File: config.mk
export PLATFORM = sky130hd
export DESIGN_NAME = req_ack_hub
export DESIGN_NICKNAME = d
export VERILOG_FILES = /design/src/rtl/req_ack_hub.sv
export SDC_FILE = /design/constraint.sdc
export NUM_CORES = 1
export LEC_CHECK = 0
export ABC_AREA = 1
export CORE_ASPECT_RATIO = 1.2
export CORE_MARGIN = 2
export CORE_UTILIZATION = 46
export CTS_CLUSTER_SIZE = 25
export DETAILED_ROUTE_END_ITERATION = 10
export PLACE_DENSITY = 0.76
export SYNTH_ARGS = -nofsm -noshare
export SYNTH_HDL_FRONTEND = slang
export SYNTH_SLANG_ARGS = --single-unit
File: constraint.sdc
create_clock -name CLK_IN -period 1.85 [get_ports CLK_IN]
set_input_delay 0.37 -clock CLK_IN [delete_from_list [all_inputs] [get_ports CLK_IN]]
set_output_delay 0.37 -clock CLK_IN [all_outputs]
set_load 0.01 [all_outputs]
File: src/rtl/req_ack_hub.sv
// req_ack_hub: N-channel four-phase REQ/ACK hub.
//   Arbitrates round-robin between requesters whose channel address matches
//   MY_ADDR_IN, forwards the winner to one downstream responder and returns
//   the responder's acknowledge to the winning channel only. A transfer that
//   sees no ACK_IN within TIMEOUT cycles is aborted (0 disables the timeout).
// Ports:
//   CLK_IN, RST_N_IN       clock, asynchronous active-low reset
//   MY_ADDR_IN             local address used for eligibility
//   REQ_IN, CH_ADDR_IN     per-channel request and target address
//   ACK_OUT                per-channel acknowledge (one-hot or zero)
//   REQ_OUT, GRANT_OUT     downstream request and owning channel index
//   ACK_IN                 downstream acknowledge
//   BUSY_OUT               high whenever not idle
//   TIMEOUT_OUT, ERR_OUT   abort pulse and sticky error flag
//   ERR_CLR_IN             clears ERR_OUT (an abort in the same cycle wins)
//   XFER_CNT_OUT           completed-transfer counter, wraps silently
module req_ack_hub #(
    parameter int NUM_CH  = 4,
    parameter int ADDR_W  = 2,
    parameter int TIMEOUT = 15,
    parameter int CNT_W   = 8,
    parameter int GID_W   = $clog2(NUM_CH)
) (
    input  logic                     CLK_IN,
    input  logic                     RST_N_IN,
    input  logic [ADDR_W-1:0]        MY_ADDR_IN,
    input  logic [NUM_CH-1:0]        REQ_IN,
    input  logic [NUM_CH*ADDR_W-1:0] CH_ADDR_IN,
    output logic [NUM_CH-1:0]        ACK_OUT,
    output logic                     REQ_OUT,
    output logic [GID_W-1:0]         GRANT_OUT,
    input  logic                     ACK_IN,
    output logic                     BUSY_OUT,
    output logic                     TIMEOUT_OUT,
    output logic                     ERR_OUT,
    input  logic                     ERR_CLR_IN,
    output logic [CNT_W-1:0]         XFER_CNT_OUT
);

    localparam int TMR_W = (TIMEOUT < 2) ? 1 : $clog2(TIMEOUT);

    typedef enum logic [1:0] {
        S_IDLE,
        S_REQ,
        S_HOLD,
        S_REL
    } state_t;

    state_t              state_q, state_d;
    logic [GID_W-1:0]    ptr_q, ptr_d;
    logic [TMR_W-1:0]    timer_q, timer_d;
    logic                abort_q, abort_d;

    logic [NUM_CH-1:0]   ack_d;
    logic                req_d;
    logic [GID_W-1:0]    grant_d;
    logic                busy_d;
    logic                timeout_d;
    logic                err_d;
    logic [CNT_W-1:0]    cnt_d;

    logic [NUM_CH-1:0]   elig;
    logic                any_elig;
    logic [GID_W-1:0]    pick;

    always_comb begin
        for (int unsigned i = 0; i < NUM_CH; i++) begin
            elig[i] = REQ_IN[i] && (CH_ADDR_IN[i*ADDR_W +: ADDR_W] == MY_ADDR_IN);
        end
    end

    // Search upward from ptr+1; the last offset (NUM_CH) revisits ptr itself,
    // so the previous winner is only chosen when nobody else is eligible.
    always_comb begin
        any_elig = 1'b0;
        pick     = '0;
        for (int unsigned off = 1; off <= NUM_CH; off++) begin
            if (!any_elig && elig[(32'(ptr_q) + off) % 32'(NUM_CH)]) begin
                any_elig = 1'b1;
                pick     = GID_W'((32'(ptr_q) + off) % 32'(NUM_CH));
            end
        end
    end

    always_comb begin
        state_d   = state_q;
        ptr_d     = ptr_q;
        timer_d   = timer_q;
        abort_d   = abort_q;
        ack_d     = ACK_OUT;
        req_d     = REQ_OUT;
        grant_d   = GRANT_OUT;
        busy_d    = BUSY_OUT;
        timeout_d = 1'b0;
        cnt_d     = XFER_CNT_OUT;
        err_d     = ERR_CLR_IN ? 1'b0 : ERR_OUT;

        case (state_q)
            S_IDLE: begin
                if (any_elig) begin
                    grant_d = pick;
                    ptr_d   = pick;
                    req_d   = 1'b1;
                    busy_d  = 1'b1;
                    timer_d = '0;
                    abort_d = 1'b0;
                    state_d = S_REQ;
                end
            end
            S_REQ: begin
                // ACK_IN has priority over an expiring timer.
                if (ACK_IN) begin
                    ack_d   = NUM_CH'(1) << GRANT_OUT;
                    state_d = S_HOLD;
                end else if ((TIMEOUT != 0) && (timer_q == TMR_W'(TIMEOUT - 1))) begin
                    req_d     = 1'b0;
                    timeout_d = 1'b1;
                    err_d     = 1'b1;
                    abort_d   = 1'b1;
                    state_d   = S_REL;
                end else begin
                    timer_d = timer_q + TMR_W'(1);
                end
            end
            S_HOLD: begin
                if (!REQ_IN[GRANT_OUT]) begin
                    req_d   = 1'b0;
                    state_d = S_REL;
                end
            end
            S_REL: begin
                // Waiting for ACK_IN low here also absorbs a late acknowledge
                // after an abort, so IDLE never starts with one outstanding.
                if (!ACK_IN) begin
                    ack_d   = '0;
                    busy_d  = 1'b0;
                    abort_d = 1'b0;
                    if (!abort_q) begin
                        cnt_d = XFER_CNT_OUT + CNT_W'(1);
                    end
                    state_d = S_IDLE;
                end
            end
            default: begin
                state_d = S_IDLE;
            end
        endcase
    end

    always_ff @(posedge CLK_IN or negedge RST_N_IN) begin
        if (!RST_N_IN) begin
            state_q      <= S_IDLE;
            ptr_q        <= GID_W'(NUM_CH - 1);
            timer_q      <= '0;
            abort_q      <= 1'b0;
            ACK_OUT      <= '0;
            REQ_OUT      <= 1'b0;
            GRANT_OUT    <= '0;
            BUSY_OUT     <= 1'b0;
            TIMEOUT_OUT  <= 1'b0;
            ERR_OUT      <= 1'b0;
            XFER_CNT_OUT <= '0;
        end else begin
            state_q      <= state_d;
            ptr_q        <= ptr_d;
            timer_q      <= timer_d;
            abort_q      <= abort_d;
            ACK_OUT      <= ack_d;
            REQ_OUT      <= req_d;
            GRANT_OUT    <= grant_d;
            BUSY_OUT     <= busy_d;
            TIMEOUT_OUT  <= timeout_d;
            ERR_OUT      <= err_d;
            XFER_CNT_OUT <= cnt_d;
        end
    end

endmodule

==> impl_results.html <==
<table>
<tr><th>Metric</th><th>Value</th></tr>
<tr><th colspan="2">GRT</th></tr>
<tr><td>Met1 Resource Use GR</td><td>24.4%</td></tr>
<tr><td>Met3 track demand over resource in global routing</td><td>2.35%</td></tr>
<tr><td>Number of antenna violations at the first check in global routing</td><td>0</td></tr>
<tr><td>First-pass GRT wire length</td><td>6620 um</td></tr>
<tr><td>All-Layer GR Usage</td><td>19.8%</td></tr>
<tr><td>Grt total ovfl</td><td>0</td></tr>
<tr><td>Pin count of the biggest net entering global routing</td><td>28</td></tr>
<tr><td>Busiest metal layer after global routing</td><td>met2</td></tr>
<tr><td>Vias in the first global route</td><td>1600</td></tr>
<tr><td>Met2 track demand over resource</td><td>34.9%</td></tr>
<tr><th colspan="2">Synthesis</th></tr>
<tr><td>Top cell type's share of synthesized area</td><td>35.8%</td></tr>
<tr><td>Sequential share of the synthesized area</td><td>38.8%</td></tr>
<tr><td>Number of flops mapped to enable cells by yosys</td><td>0</td></tr>
<tr><td>Most used flip-flop cell after synthesis</td><td>dfrtp_1</td></tr>
<tr><td>Synthesized netlist net count</td><td>258</td></tr>
<tr><td>Number of instances in the synthesized netlist</td><td>roughly 230</td></tr>
<tr><td>Most instantiated cells after synthesis</td><td>nand2_1 (60), nand3_1 (32), inv_1 (28)</td></tr>
<tr><td>Yosys top cell by area</td><td>dfrtp_1</td></tr>
<tr><td>Register bit total from synthesis</td><td>27</td></tr>
<tr><td>Synth warnings</td><td>0</td></tr>
<tr><td>Most frequent cell after synthesis</td><td>nand2_1</td></tr>
<tr><td>Avg Cell Area, Syn</td><td>7.54 um^2</td></tr>
<tr><td>Syn Std Cell Area</td><td>1750 um^2</td></tr>
<tr><td>Async set-reset flop share out of synthesis</td><td>100%</td></tr>
<tr><td>Synth unique cells</td><td>28</td></tr>
<tr><td>Ranking of synthesized cells by area</td><td>dfrtp_1 (36%), nand2_1 (13%), nand3_1 (9.2%), inv_1 (6.0%), ha_1 (5.7%)</td></tr>
<tr><th colspan="2">STA</th></tr>
<tr><td>Transition time at the pin with the least slew margin</td><td>0.350 ns</td></tr>
<tr><td>Max-Slew Margin vs Limit</td><td>76.7%</td></tr>
<tr><td>Final clock skew</td><td>approximately 0.0023 ns</td></tr>
<tr><td>Setup repair after global routing missed its margin</td><td>true</td></tr>
<tr><td>Final setup violating endpoints</td><td>0</td></tr>
<tr><td>Final Hold Viols</td><td>0</td></tr>
<tr><td>Final critical-path share of the clock period</td><td>95.7%</td></tr>
<tr><td>Highest clock rate</td><td>about 560 MHz</td></tr>
<tr><td>Count of final max-slew check failures</td><td>0</td></tr>
<tr><td>Final worst setup slack</td><td>0.0798 ns</td></tr>
<tr><td>Worst hold margin</td><td>0.455 ns</td></tr>
<tr><td>Minimum clock period after layout</td><td>1.77 ns</td></tr>
<tr><th colspan="2">Cells and area</th></tr>
<tr><td>NumNets Final</td><td>312</td></tr>
<tr><td>Number of diodes added for antenna fixing</td><td>0</td></tr>
<tr><td>Fraction of layout instances using a drive strength above 1</td><td>23.9%</td></tr>
<tr><td>Synthesis-to-layout area growth</td><td>42.3%</td></tr>
<tr><td>Count of placed standard cells in the final layout, fillers left out</td><td>about 340</td></tr>
<tr><td>Fill cell instance count of the final layout</td><td>roughly 290</td></tr>
<tr><th colspan="2">Die</th></tr>
<tr><td>Cell Rows</td><td>24</td></tr>
<tr><td>Initial core utilization</td><td>about half</td></tr>
<tr><td>Area of the placeable core</td><td>3630 um^2</td></tr>
<tr><td>Die height</td><td>slightly above 70 um</td></tr>
<tr><td>Die area</td><td>4310 um^2</td></tr>
<tr><td>Top-level port count</td><td>36</td></tr>
<tr><td>DIE WIDTH</td><td>60.3 um</td></tr>
<tr><th colspan="2">Run status</th></tr>
<tr><td>Run status</td><td>completed</td></tr>
<tr><th colspan="2">Place</th></tr>
<tr><td>Post-place setup slack</td><td>-0.465 ns</td></tr>
<tr><td>Final weighted congestion of routability-driven global placement</td><td>0.785</td></tr>
<tr><td>Count of buffers inserted at the top-level ports</td><td>35</td></tr>
<tr><td>Placed cells</td><td>330</td></tr>
<tr><td>DPL Wire Length</td><td>2900 um</td></tr>
<tr><th colspan="2">Run</th></tr>
<tr><td>Number of max-capacitance violations reported</td><td>0</td></tr>
<tr><th colspan="2">Critical path</th></tr>
<tr><td>Critical path endpoint category</td><td>flop</td></tr>
<tr><td>Largest fanout on the critical path</td><td>6</td></tr>
<tr><td>Startpoint class of the critical path</td><td>primary input</td></tr>
<tr><td>Kind of critical path</td><td>in -&gt; reg</td></tr>
<tr><td>Worst endpoint data arrival time</td><td>1.97 ns</td></tr>
<tr><td>Req. time, crit path</td><td>2.05 ns</td></tr>
<tr><th colspan="2">Power and ir drop</th></tr>
<tr><td>Total design power</td><td>roughly 3.9 mW</td></tr>
<tr><td>Leak</td><td>approximately 1.2 nW</td></tr>
<tr><td>Power density cells</td><td>roughly 1600 nW/um^2</td></tr>
<tr><td>VDD IR max</td><td>873 uV</td></tr>
<tr><th colspan="2">Detailed routing</th></tr>
<tr><td>DRC violation total after the first TritonRoute iteration</td><td>59</td></tr>
<tr><td>Vias post-DR</td><td>1667</td></tr>
<tr><td>Total routed wirelength</td><td>4000 um</td></tr>
<tr><td>Post-route DRC violation count</td><td>0</td></tr>
<tr><td>Detailed-route wire length per cell</td><td>11.9 um</td></tr>
<tr><td>Antenna-violating nets left</td><td>0</td></tr>
<tr><td>Number of vias per cell</td><td>4.95</td></tr>
<tr><td>Number of detailed-routing iterations run before antenna repair</td><td>4</td></tr>
<tr><th colspan="2">Clock tree</th></tr>
<tr><td>Cts-stage hold buffer count</td><td>0</td></tr>
<tr><td>Clock Sinks</td><td>27</td></tr>
<tr><td>Worst-case clock buffer depth</td><td>2</td></tr>
<tr><td>Later-pin clock latency in the skew report</td><td>0.27 ns</td></tr>
<tr><td>Clock buffer count from CTS</td><td>3</td></tr>
<tr><td>Register clock-pin slew on the reported worst setup and hold paths</td><td>~0.1 ns</td></tr>
<tr><td>Number of H-tree branching levels</td><td>1</td></tr>
<tr><td>Buffer type at the clock tree root</td><td>clkbuf_8</td></tr>
<tr><td>CTS tree</td><td>yes</td></tr>
<tr><th colspan="2">Min path</th></tr>
<tr><td>Worst hold path class</td><td>in -&gt; async</td></tr>
</table>
[power by group]
group | internal, mW | switching, mW
Combinational | 1.08 | 1.39
Sequential | 0.825 | 0.227
Clock | 0.153 | 0.195
[repair_timing]
action | 4_1_cts | 5_1_grt
pin swaps | 6 | 14
gates cloned | 1 | 0
resized for setup | 18 | 30
setup buffers | 2 | 0
endpoints found under the setup margin | 13 | 16
[cell type report]
type	count	area, um^2	share of cell area (%)
multi-input combinational	172	1100	44.3
timing repair buffer	52	480	19.3
inverter	30	113	4.52
sequential	27	678	27.2
tap	52	65.1	2.61
clock inverter	1	7.51	0.302
clock buffer	3	41.3	1.66
[per-stage QoR]
step / utilization, % / TNS, ns / cell area (um^2)
CTS: 65.6 / 0 / 2380
global route: 68.5 / -0.184 / 2490
finish: 68.5 / 0 / 2490
global placement: 61.8 / -3.95 / 2250
floorplan: - / 0 / 1750
detailed placement: 61.8 / -4.96 / 2250
[worst max-delay path, stage by stage]
cell and delay, ns:
clkdlybuf4s50_1 0.47, nand2_1 0.06, nand2_1 0.07, nor2_2 0.05, nand3_1 0.13, nand3_2 0.12
nand2_4 0.10, nand2_2 0.07, nor2_4 0.14, nand3_4 0.14, nand2_4 0.11, nand2_1 0.05
o21ai_0 0.07
[flip-flops by register name, indices dropped and copies added, names as in the netlist]
register      cells
state_q           2
ERR_OUT           1
ACK_OUT           4
GRANT_OUT         2
abort_q           1
TIMEOUT_OUT       1
BUSY_OUT          1
XFER_CNT_OUT      8
timer_q           4
ptr_q             2
REQ_OUT           1
[final timing paths]
check | start | endpoint | slack, ns | cells after the start
hold reg to reg | XFER_CNT_OUT[7] | XFER_CNT_OUT[7] | 0.47 | 1
min in group CLK_IN | XFER_CNT_OUT[7] | XFER_CNT_OUT[7] | 0.47 | 1
max in group asynchronous | RST_N_IN | ptr_q[0] | 1.09 | 2
setup / recovery | CH_ADDR_IN[0] | state_q[0] | 0.08 | 13
hold / removal | RST_N_IN | XFER_CNT_OUT[6] | 0.46 | 2
setup reg to reg | ptr_q[0] | state_q[0] | 0.09 | 10
[routing by layer]
metal | vias to the layer above | share of wire (%)
met2 | 37 | 53
met1 | 766 | 42
met5 | - | 0
met4 | 0 | 1.3
li1 | 858 | -
met3 | 6 | 3.6
[kinds of logic after synthesis]
family / share of synthesized area [%]
flops: 38.8
compound gates: 5.94
fa+ha+maj: 5.72
buf+inv: 8.15
simple gates: 34.0
xor+xnor: 7.44
[cells in the final DEF (no fill, tap or decap), types with 2 or more instances in the layout]
master           synthesis  layout
dfstp_2                  2       2
buf_4                    2      17
nand2_4                  0       3
dlygate4sd2_1            0       2
dfrtp_1                 25      25
ha_1                     8       8
dlymetal6s2s_1           0       2
o21ai_0                  5       2
xor2_1                   7       7
nand3_2                  1      13
nand3_1                 32      20
nand2_1                 60      53
inv_2                    2       5
o32ai_1                  2       2
clkbuf_8                 0       3
nand4_1                  8       8
nand2_2                  3       7
nor2_2                   2       8
o22ai_1                  3       3
clkdlybuf4s50_1          0      31
xnor2_1                  6       4
nand3_4                  1       2
o21ai_1                  0       3
nor2_1                  24      16
xnor2_2                  0       2
a211oi_1                 2       2
nor2_4                   0       2
inv_1                   28      25
Power figures use the tool's default switching activity.
==> edit (config.mk and constraints unchanged) <==
Make the reset (`RST_N_IN`) synchronous in one clocked block. Comments in the files are not updated.
--- a/src/rtl/req_ack_hub.sv
+++ b/src/rtl/req_ack_hub.sv
@@ -149,3 +149,3 @@
 
-    always_ff @(posedge CLK_IN or negedge RST_N_IN) begin
+    always_ff @(posedge CLK_IN) begin
         if (!RST_N_IN) begin
Function: differs if RST_N_IN is asserted again (counterexample within 4 cycles, from zero or initial values and one cycle with RST_N_IN low); with RST_N_IN held inactive, the same outputs for 4 cycles.
==> edit against the unedited design <==
  * Utilization rose by 2.0 points
  * Setup slack better by 0.0082 ns
  * Sequential cell count unchanged
  * Area after synthesis fell by 4.0%
  * Non-clock buffer count rose by 9
  * Total power shrank 19%
  * Cell count increased by 2.4%
  * Design area up 1.2%
  * Routed wire length rose by 12%
  * Global-route usage fell by 0.16 points
  * Largest cell class unchanged
  * Highest routed layer unchanged
==> edit: results (changes against the unedited design) <==
The number of antenna violations at the first check in global routing came out at 0 (unchanged). The global-route wire length before repair is 6.51 mm (-1.6%). The cell leakage power is 0.00119 µW (-3.5%). The cell depth of the worst flop-to-flop path is 11 (+1).

The worst hold margin came out at 0.466 ns (+0.0107 ns). The fraction of registers with async set or reset after synthesis is 0% (-100 points). The post-synth net total was 273 (+5.8%). The number of synthesis warnings is 0 (unchanged).

The clock buffer count from CTS is 3 (unchanged). The quantity of I/O buffers inserted on ports is 35 (unchanged). The number of diodes added for antenna fixing came out at 0 (unchanged). The proportion of layout cells with a drive suffix above 1 came to 28.1% (+4.2 points). The number of DRC markers after the initial detailed-route iteration is 59 (unchanged). For this design, the slowest cell found on the critical path is sky130_fd_sc_hd__dfxtp_2.

The maximum net fanout on the critical path came to 8 (+2). The total track usage is 19.6% (-0.16 points). In this run the worst setup path begins at ptr_q[0]. The proportion of synthesized chip area in sequential cells came out at 32.2% (-6.6 points). The detailed-routing iteration count for the pre-antenna-repair pass is 4 (unchanged). The path class of the tightest hold or removal check is register to register. The worst hold endpoint is ACK_OUT[3]. The maximum number of pins on one net before global-route repair came to 18 (-36%). The via count of the first global-routing pass came out at 1,656 (+3.5%). The largest registers in the layout are XFER_CNT_OUT: 8 flops, ACK_OUT: 4 flops, timer_q: 4 flops. The flow ran to the end, and the final reports show no timing, DRC or antenna violations.

The reg-to-reg setup timing slack came out at just under 0.09 ns. The clock input transition at the sequential cells of the worst setup and hold paths is 0.10 ns (about the same). The final setup skew came out at 0.00785 ns (+0.00559 ns). The number of vias in the routed layout came out at 1,827 (+9.6%). The final critical-path setup slack was 0.0880 ns (+0.00816 ns). The final wirelength came out at 4.48 mm (+12%). After synthesis, the most frequently instantiated cells are 53 x sky130_fd_sc_hd__nand2_1, 30 x sky130_fd_sc_hd__nand3_1, 28 x sky130_fd_sc_hd__inv_1.

On the critical path the largest part of the delay comes from simple AND/OR/NAND/NOR gates. The root buffer cell chosen for the clock tree is sky130_fd_sc_hd__clkbuf_8. The final net count came out at 333 (+6.7%).

The latest clock arrival within the worst-skew pair came out at 0.28 ns. The cell count of the worst hold path came out at 2. The cell area reported after detailed placement is 2230 µm² (-0.95%). The routability-driven placement congestion ratio came out at 0.841 (+7.1%). The number of buffers on the longest clock path was 2 (unchanged). The layout filler cell count came out at 296 (+0.68%). Data arrives at the worst endpoint at between 1.5 and 2 ns. The detailed placer's ending HPWL is 2.98 mm (+3.0%). The worst register-to-register path ends at REQ_OUT. The delay of the slowest cell on the worst path came out at 0.40 ns (-0.07 ns). Sorting the synthesized cells by area gives the leading types as sky130_fd_sc_hd__dfxtp_1 32%, sky130_fd_sc_hd__nand2_1 12%, sky130_fd_sc_hd__nand3_1 8.9%. The startpoint identified for the worst hold timing path is ACK_OUT[3].

The total number of H-tree levels was 1 (unchanged). The number of distinct standard cells referenced by the synthesized netlist is 33 (+18%). The minimum setup slack after placement is -0.451 ns (+0.0140 ns).

The largest voltage drop on the vdd net is 777 µV (-11%). The transition at the pin with the smallest max-transition slack came out at 0.419 ns (+0.0694 ns).
edit: metrics by stage:
stage	utilization, %	power [µW]	cells
6_report	70.4	3120	345
5_1_grt	70.4	3340	345
4_1_cts	65.3	2850	344
3_5_place_dp	62.3	2390	339
3_3_place_gp	62.3	2370	339
2_1_floorplan	-	1910	247
edit: metal layers:
metal  part of all wire, %  track usage [%]  vias to the layer above
met4                   1.7             7.58                        0
met3                   3.8             3.33                        9
met5                     0                0                        -
li1                      -                -                      929
met1                    40             21.9                      851
met2                    55             35.6                       38
edit: logic make-up after synthesis:
kind of cell               synth area share, %
DFF                                       32.2
adders and majority gates                 5.96
buffers and inverters                     8.94
and+or+nand+nor                           36.7
AOI/OAI and AO/OA                         12.1
xor gates and xnor gates                  4.10
edit: area by class of cell:
class / instances / share of cell area, %
Sequential cell: 27 / 21.6
Multi-Input combinational cell: 183 / 47.2
Timing Repair Buffer: 61 / 22.6
Tap cell: 39 / 1.94
Clock buffer: 3 / 1.64
Clock inverter: 1 / 0.348
Inverter: 31 / 4.67
edit: worst max-delay path by stage:
stage / endpoint / depth (start not counted)
after detailed placement: timer_q[0] / 14
after CTS: ptr_q[1] / 14
final: REQ_OUT / 11
after global routing: REQ_OUT / 11
after global placement: timer_q[0] / 11
after floorplan: XFER_CNT_OUT[7] / 10
edit: worst min-delay path, delay by kind of cell (launching register included):
kind,cells,cell delay [ns]
AO/OA/AOI/OAI,1,0.05
flip-flops,1,0.32
AND/OR/NAND/NOR,1,0.06
edit: what timing repair did:
item | CTS | global route
hold buffers | 0 | 0
pin swaps | 5 | 26
setup endpoints to repair | 13 | 18
buffers inserted | 1 | 1
gates resized for setup | 14 | 55
edit: power breakdown:
group	internal [µW]	leakage, µW	switching, µW	total (µW)
combinational	857	0.000941	1100	1960
clock	158	0.0000261	203	362
sequential	689	0.000220	106	795
